### src/rtl/ysyx_25020037_wbu_pkg.sv
// rtl/ysyx_25020037_wbu_pkg.sv - write-back stage bus layouts, encodings and FSM states
// Shared by the WBU top, its handshake interface and the load extender.
package ysyx_25020037_wbu_pkg;

  localparam int DU_TO_WU_BUS_WD = 44;
  localparam int LU_TO_WU_BUS_WD = 64;

  localparam logic [2:0] ROP_BYTE = 3'b001;
  localparam logic [2:0] ROP_HALF = 3'b010;
  localparam logic [2:0] ROP_WORD = 3'b100;

  localparam logic [31:0] MCAUSE_LD_FAULT = 32'd5;
  localparam logic [31:0] MCAUSE_ST_FAULT = 32'd7;

  // Member order fixes the bit offsets of the incoming buses (first member = MSBs).
  typedef struct packed {
    logic [31:0] pc;
    logic        is_store;
    logic        is_load;
    logic        load_uns;
    logic [2:0]  rop;
    logic        rf_we;
    logic [4:0]  rd;
  } du_bus_t;

  typedef struct packed {
    logic [31:0] result_or_addr;
    logic [31:0] rdata;
  } lu_bus_t;

  typedef enum logic {
    S_IDLE   = 1'b0,
    S_COMMIT = 1'b1
  } wbu_state_e;

endpackage

### src/rtl/ysyx_25020037_wbu_if.sv
// rtl/ysyx_25020037_wbu_if.sv - LSU to WBU handover handshake and result buses
// master = LSU side, slave = WBU side.
interface ysyx_25020037_wbu_if;
  import ysyx_25020037_wbu_pkg::*;

  logic                       lsu_valid;
  logic                       wbu_ready;
  logic [LU_TO_WU_BUS_WD-1:0] lu_to_wu_bus;
  logic [DU_TO_WU_BUS_WD-1:0] du_to_wu_bus;
  logic                       access_fault;

  modport master (
    output lsu_valid, lu_to_wu_bus, du_to_wu_bus, access_fault,
    input  wbu_ready
  );

  modport slave (
    input  lsu_valid, lu_to_wu_bus, du_to_wu_bus, access_fault,
    output wbu_ready
  );

endinterface

### src/rtl/ysyx_25020037_load_ext.sv
// rtl/ysyx_25020037_load_ext.sv - combinational load lane select and sign/zero extension
// A half at offset 3 sees zeros shifted into the upper byte; callers must not rely on it.
module ysyx_25020037_load_ext
  import ysyx_25020037_wbu_pkg::*;
(
  input  logic [31:0] i_rdata,
  input  logic [1:0]  i_off,
  input  logic [2:0]  i_rop,
  input  logic        i_uns,
  output logic [31:0] o_data
);

  logic [15:0] w_lane;

  assign w_lane = 16'(i_rdata >> {i_off, 3'b000});

  always_comb begin
    o_data = i_rdata;
    case (i_rop)
      ROP_BYTE: o_data = i_uns ? {24'd0, w_lane[7:0]}  : {{24{w_lane[7]}}, w_lane[7:0]};
      ROP_HALF: o_data = i_uns ? {16'd0, w_lane[15:0]} : {{16{w_lane[15]}}, w_lane[15:0]};
      default:  o_data = i_rdata;
    endcase
  end

endmodule

### src/rtl/ysyx_25020037_wbu.sv
// rtl/ysyx_25020037_wbu.sv - write-back stage: regfile write, commit, fault-to-trap, minstret
// Optional retire/fault performance counters under `define WBU_PERF_CNT_EN.
module ysyx_25020037_wbu
  import ysyx_25020037_wbu_pkg::*;
#(
  parameter logic [31:0] RST_PC_MTVAL = 32'h0
) (
  input  logic                  clk,
  input  logic                  rst_n,
  ysyx_25020037_wbu_if.slave    lsu,
  output logic                  o_rf_we,
  output logic [4:0]            o_rf_waddr,
  output logic [31:0]           o_rf_wdata,
  output logic                  o_wbu_valid,
  output logic [31:0]           o_commit_pc,
  output logic                  o_trap_valid,
  output logic [31:0]           o_trap_mcause,
  output logic [31:0]           o_trap_mtval,
  output logic [63:0]           o_minstret,
  output logic [31:0]           o_perf_ld_cnt,
  output logic [31:0]           o_perf_st_cnt,
  output logic [31:0]           o_perf_flt_cnt
);

  wbu_state_e  r_state;
  wbu_state_e  w_next;
  du_bus_t     r_du;
  lu_bus_t     r_lu;
  logic        r_fault;
  logic [63:0] r_minstret;
  logic        w_accept;
  logic [31:0] w_ld_data;

  assign w_accept = lsu.lsu_valid & lsu.wbu_ready;

  always_ff @(posedge clk or negedge rst_n) begin
    if (!rst_n) begin
      r_state    <= S_IDLE;
      r_du       <= '0;
      r_lu       <= '0;
      r_fault    <= 1'b0;
      r_minstret <= '0;
    end else begin
      r_state <= w_next;
      if (w_accept) begin
        r_du    <= lsu.du_to_wu_bus;
        r_lu    <= lsu.lu_to_wu_bus;
        r_fault <= lsu.access_fault;
      end
      if (r_state == S_COMMIT && !r_fault)
        r_minstret <= r_minstret + 64'd1;
    end
  end

  always_comb begin
    w_next        = r_state;
    lsu.wbu_ready = 1'b0;
    o_wbu_valid   = 1'b0;
    o_rf_we       = 1'b0;
    o_trap_valid  = 1'b0;
    o_trap_mcause = '0;
    o_trap_mtval  = RST_PC_MTVAL;
    case (r_state)
      S_IDLE: begin
        lsu.wbu_ready = 1'b1;
        if (lsu.lsu_valid)
          w_next = S_COMMIT;
      end
      S_COMMIT: begin
        o_wbu_valid  = 1'b1;
        o_rf_we      = r_du.rf_we & (r_du.rd != 5'd0) & ~r_fault;
        o_trap_valid = r_fault;
        if (r_fault) begin
          o_trap_mcause = r_du.is_load ? MCAUSE_LD_FAULT : MCAUSE_ST_FAULT;
          o_trap_mtval  = r_lu.result_or_addr;
        end
        w_next = S_IDLE;
      end
      default: w_next = S_IDLE;
    endcase
  end

  ysyx_25020037_load_ext u_load_ext (
    .i_rdata (r_lu.rdata),
    .i_off   (r_lu.result_or_addr[1:0]),
    .i_rop   (r_du.rop),
    .i_uns   (r_du.load_uns),
    .o_data  (w_ld_data)
  );

  // Latched fields only change on acceptance, so these hold until the next commit.
  assign o_rf_waddr  = r_du.rd;
  assign o_rf_wdata  = r_du.is_load ? w_ld_data : r_lu.result_or_addr;
  assign o_commit_pc = r_du.pc;
  assign o_minstret  = r_minstret;

`ifdef WBU_PERF_CNT_EN
  logic [31:0] r_ld_cnt;
  logic [31:0] r_st_cnt;
  logic [31:0] r_flt_cnt;

  always_ff @(posedge clk or negedge rst_n) begin
    if (!rst_n) begin
      r_ld_cnt  <= '0;
      r_st_cnt  <= '0;
      r_flt_cnt <= '0;
    end else if (r_state == S_COMMIT) begin
      if (r_du.is_load && !r_fault)
        r_ld_cnt <= r_ld_cnt + 32'd1;
      if (r_du.is_store && !r_fault)
        r_st_cnt <= r_st_cnt + 32'd1;
      if (r_fault)
        r_flt_cnt <= r_flt_cnt + 32'd1;
    end
  end

  assign o_perf_ld_cnt  = r_ld_cnt;
  assign o_perf_st_cnt  = r_st_cnt;
  assign o_perf_flt_cnt = r_flt_cnt;
`else
  logic w_unused_is_store;

  assign w_unused_is_store = r_du.is_store;
  assign o_perf_ld_cnt     = '0;
  assign o_perf_st_cnt     = '0;
  assign o_perf_flt_cnt    = '0;
`endif

endmodule

### src/flat_wrapper.sv
// flat-port wrapper written by rule: the top's interface ports become plain ports
module ysyx_25020037_wbu_flat import ysyx_25020037_wbu_pkg::*;
#(
  parameter logic [31:0] RST_PC_MTVAL = 32'h0
)
  (clk, rst_n, o_rf_we, o_rf_waddr, o_rf_wdata, o_wbu_valid, o_commit_pc, o_trap_valid, o_trap_mcause, o_trap_mtval, o_minstret, o_perf_ld_cnt, o_perf_st_cnt, o_perf_flt_cnt, lsu_lsu_valid, lsu_lu_to_wu_bus, lsu_du_to_wu_bus, lsu_access_fault, lsu_wbu_ready);
  ysyx_25020037_wbu_if lsu_i ();
  input  logic clk;
  input  logic rst_n;
  output logic o_rf_we;
  output logic [4:0] o_rf_waddr;
  output logic [31:0] o_rf_wdata;
  output logic o_wbu_valid;
  output logic [31:0] o_commit_pc;
  output logic o_trap_valid;
  output logic [31:0] o_trap_mcause;
  output logic [31:0] o_trap_mtval;
  output logic [63:0] o_minstret;
  output logic [31:0] o_perf_ld_cnt;
  output logic [31:0] o_perf_st_cnt;
  output logic [31:0] o_perf_flt_cnt;
  input wire logic [$bits(lsu_i.lsu_valid)-1:0] lsu_lsu_valid;
  input wire logic [$bits(lsu_i.lu_to_wu_bus)-1:0] lsu_lu_to_wu_bus;
  input wire logic [$bits(lsu_i.du_to_wu_bus)-1:0] lsu_du_to_wu_bus;
  input wire logic [$bits(lsu_i.access_fault)-1:0] lsu_access_fault;
  output wire logic [$bits(lsu_i.wbu_ready)-1:0] lsu_wbu_ready;
  assign lsu_i.lsu_valid = lsu_lsu_valid;
  assign lsu_i.lu_to_wu_bus = lsu_lu_to_wu_bus;
  assign lsu_i.du_to_wu_bus = lsu_du_to_wu_bus;
  assign lsu_i.access_fault = lsu_access_fault;
  assign lsu_wbu_ready = lsu_i.wbu_ready;
  ysyx_25020037_wbu #(.RST_PC_MTVAL(RST_PC_MTVAL)) u_core (.clk(clk), .rst_n(rst_n), .lsu(lsu_i), .o_rf_we(o_rf_we), .o_rf_waddr(o_rf_waddr), .o_rf_wdata(o_rf_wdata), .o_wbu_valid(o_wbu_valid), .o_commit_pc(o_commit_pc), .o_trap_valid(o_trap_valid), .o_trap_mcause(o_trap_mcause), .o_trap_mtval(o_trap_mtval), .o_minstret(o_minstret), .o_perf_ld_cnt(o_perf_ld_cnt), .o_perf_st_cnt(o_perf_st_cnt), .o_perf_flt_cnt(o_perf_flt_cnt));
endmodule
### config.mk
export PLATFORM = sky130hd
export DESIGN_NAME = ysyx_25020037_wbu_flat
export DESIGN_NICKNAME = d
export VERILOG_FILES = /design/src/rtl/ysyx_25020037_wbu_pkg.sv /design/src/rtl/ysyx_25020037_wbu_if.sv /design/src/rtl/ysyx_25020037_load_ext.sv /design/src/rtl/ysyx_25020037_wbu.sv /design/src/flat_wrapper.sv
export SDC_FILE = /design/constraint.sdc
export NUM_CORES = 1
export LEC_CHECK = 0
export BUFFER_PORTS_ARGS = -buffer_cell sky130_fd_sc_hd__clkbuf_2
export CORE_MARGIN = 5
export CORE_UTILIZATION = 35
export DETAILED_ROUTE_END_ITERATION = 7
export PLACE_DENSITY = 0.73
export SYNTH_ARGS = -nofsm -noshare
export SYNTH_HDL_FRONTEND = slang
export SYNTH_SLANG_ARGS = --single-unit
### constraint.sdc
create_clock -name clk -period 1.9 [get_ports clk]
set_input_delay 0 -clock clk [delete_from_list [all_inputs] [get_ports clk]]
set_output_delay 0 -clock clk [all_outputs]
set_load 0.01 [all_outputs]
==> results by group <==
Status
  – Status: finished, violations left
  – Violated checks: setup timing

STA
  – RSZ-0062 raised after global routing: true
  – Maximum clock rate: about 420 MHz
  – Final setup vio count: 34
  – Hold Vio Cnt, Final: 0
  – Slew Limit Fails: 0
  – Slew of the pin with the lowest slew margin: 0.550 ns
  – Tcrit/Tclk final: 124%
  – Setup TNS: -10.83 ns
  – Clock skew: slightly above 0.02 ns
  – Max transition margin: 63.4%
  – Setup ws final: -0.457 ns
  – Tmin final: 2.36 ns

Routing
  – Antenna-violating nets left: 0
  – DR pass1 iterations: 5
  – DRT iter0 DRCs: approximately 400
  – WL/cell: 19.1 um
  – Remaining DRCs: 0
  – Via count: ~8300
  – WL final: between 30 and 40 mm
  – Drt via density: approximately 4.9

Yosys
  – Sequential area share after synthesis: between 40% and 50%
  – Count of cell types in the netlist: 46
  – Number of synthesized flops with an enable pin: 0
  – Syn avg cell area: between 10 and 15 sq um
  – Flops & latches, synth: 173
  – Syn Std Cell Area: 9520 sq um
  – Synth Instances: between 800 and 900
  – Top_reg_cell synth: dfrtp_1
  – Post-synth ARST share: 100%
  – YS warnings: 0

Placement
  – Port bufs: 282
  – GP Congestion: slightly above 0.8
  – Final HPWL DP: 21.5 mm

Power and ir drop
  – Leak Pwr: 7.09 nW
  – PnR Total Power: 11.4 mW
  – Pwr dens: about 830 nW/um^2
  – Max VDD drop: around 0.7 mV

CTS
  – Clock transition at path regs: 0.09 ns
  – H-tree lvl count: 4
  – CTS Root Cell: clkbuf_16
  – Bufs on Longest Clock Path: 2
  – Total CTS buffers: 17
  – CTS Sinks: ~170
  – Clk_lat worst skew: 0.44 ns
  – CTS tree: done

Global routing
  – First-pass GRT wire length: around 47 mm
  – Met3 Use GR: 5.11%
  – Vias in the first global route: 8466
  – Total GRT Usage: approximately a fifth
  – Met1 Use GR: between 20% and 30%
  – Met2 global-route usage: about a third
  – Largest net degree at the start of global routing: between 50 and 60
  – Antenna violations before repair: 1
  – GR Overflow Total: 0
  – Gr busiest metal: met2

Final layout
  – Ratio of cells with drive above 1 in the final layout: a little under half
  – Synth-to-Final Area Change: 44.4%
  – # nets final: between 1000 and 1500
  – Fillers: 2287

Critical path
  – Critical Path Max Stage Delay: 0.45 ns
  – Startpoint types: flip-flop
  – Critical Path AT: around 2.4 ns
  – Family with the most delay on the worst path: compound AO/OA/AOI/OAI gates
  – CP Max Fanout: 8
  – CP required: 1.90 ns
  – CP endpoint kind: output pin
  – WS Path Type: flip-flop to output pin
  – Count of buffer and inverter cells on the critical path: 1
  – Slowest CP cell: dfrtp_1
  – Crit-path cells: mux2i_1, mux2_4, o41a_1, o21a_2, a21oi_1, clkbuf_2

Hold path
  – HP Class: input pin to asynchronous set/reset pin

Floorplanning
  – Starting Density: a little over a third
  – Die Y: between 150 and 200 um
  – Ports: 409
  – Core box area: about 27000 sq um
  – Num rows: 60
  – Die area: ~31000 sq um
  – Width of the die: roughly 170 um

Run
  – Maximum Capacitance Violations: 0
synthesized netlist by cell type (2+ instances only):
| master | count | area share (%) |
|---|---|---|
| nor2b_1 | 3 | 0.20 |
| nor2_1 | 58 | 2.3 |
| nand3b_1 | 3 | 0.24 |
| nand2b_1 | 4 | 0.26 |
| dfrtp_1 | 173 | 45 |
| a32oi_1 | 2 | 0.18 |
| buf_6 | 2 | 0.24 |
| nor4_1 | 16 | 1.1 |
| and3_1 | 41 | 2.7 |
| a21oi_1 | 29 | 1.5 |
| nand3_1 | 25 | 1.3 |
| or3_1 | 3 | 0.20 |
| buf_2 | 7 | 0.37 |
| mux2_2 | 108 | 13 |
| nand2_1 | 54 | 2.1 |
| nor3_1 | 11 | 0.58 |
| clkbuf_1 | 30 | 1.2 |
| nor4_4 | 3 | 0.67 |
| xor2_1 | 31 | 2.9 |
| inv_1 | 16 | 0.63 |
| o22ai_1 | 6 | 0.39 |
| xnor2_1 | 32 | 2.9 |
| o21ai_0 | 13 | 0.68 |
| and4_1 | 2 | 0.18 |
| nor4_2 | 4 | 0.53 |
| mux2i_1 | 15 | 1.6 |
| nand4_4 | 2 | 0.45 |
| buf_4 | 165 | 13 |
| and2_1 | 4 | 0.26 |
| a22oi_1 | 7 | 0.55 |
| nand4_1 | 14 | 0.92 |
logic make-up (layout without fill, tap and decap cells):
logic type,count (synthesis),in the layout,share of synthesized area (%)
other,1,127,0.0394
and+or+nand+nor,251,251,14.6
buffers and inverters,221,538,15.5
AOI/OAI and AO/OA,65,66,4.06
DFF,173,173,45.5
adders and majority gates,1,1,0.131
xor gates and xnor gates,63,63,5.80
muxes,123,123,14.4
flip-flops by register name, summed over array words and instances, names as in the netlist:
| name | flops |
|---|---|
| u_core.o_minstret | 64 |
| u_core.r_lu | 64 |
| u_core.o_commit_pc | 32 |
| u_core.r_du | 6 |
| u_core.o_rf_waddr | 5 |
| u_core.r_fault | 1 |
| u_core.r_state | 1 |
routing by layer:
metal,wire (um),vias up
met5,0,-
met4,1690,0
met3,2670,107
met2,16300,486
met1,11400,4006
li1,-,3662
report_power, final:
group	internal, mW	total, mW	leakage (nW)	switching, mW
Sequential	4.08	4.48	2.16	0.397
Clock	1.80	3.66	0.298	1.86
Combinational	1.58	3.28	4.63	1.70
Total	7.46	11.4	7.09	3.95
worst paths after layout:
kind | startpoint | to | slack, ns | depth (start not counted)
worst max-delay path | u_core.r_lu[33] | o_rf_wdata[26] | -0.46 | 6
worst min-delay path | rst_n | u_core.r_lu[41] | 0.12 | 2
worst max register to register | u_core.o_minstret[22] | u_core.o_minstret[54] | -0.02 | 6
worst min register to register | u_core.o_minstret[63] | u_core.o_minstret[63] | 0.48 | 1
max in group asynchronous | rst_n | u_core.o_minstret[49] | 1.05 | 3
min in group clk | lsu_lsu_valid | u_core.r_state | 0.15 | 4
area by class of cell:
type | count | area [sq um] | area share, %
Multi-Input combinational cell | 629 | 4760 | 34.6
Sequential cell | 173 | 4330 | 31.5
Timing Repair Buffer | 490 | 3540 | 25.8
Tap cell | 341 | 427 | 3.11
Clock buffer | 17 | 425 | 3.10
Clock inverter | 15 | 191 | 1.39
Inverter | 16 | 60.1 | 0.437
Antenna cell | 2 | 5.00 | 0.0364
per-stage QoR:
step	setup WS (ns)	std cells	cell area, sq um	hold WS, ns	utilization [%]
floorplan	-0.0241	1022	9990	-0.296	-
global route	-0.485	1682	13700	0.153	51.1
detailed placement	-0.0132	1519	11100	-0.00903	41.3
global placement	0.0317	1519	11100	-0.0191	41.3
finish	-0.457	1683	13700	0.119	51.1
CTS	-0.381	1664	13000	0.0912	48.5
worst register-to-register path, stage by stage (launching register included):
cell and delay [ns]:
dfrtp_1 0.35, nand4_1 0.20, nor4_4 0.38, nand4_4 0.23, clkbuf_16 0.24, nor4_4 0.28
xor2_1 0.17
layout by cell type, fill, tap and decap left out, drive strengths merged, types with 32 or more instances in the layout:
master	synthesis	layout
conb	1	125
dlygate4sd3	0	109
clkbuf	31	280
dfrtp	173	173
and3	41	41
xnor2	32	32
nand2	54	54
nor2	58	58
mux2	108	108
buf	174	117
repair_timing:
action	in CTS	in global routing
setup buffers	3	14
hold buffers	109	0
setup endpoints to repair	34	62
gates cloned	1	4
pin swaps	11	42
gates resized for setup	43	117
hold endpoints to repair	246	0
(Power assumes the default switching activity.)
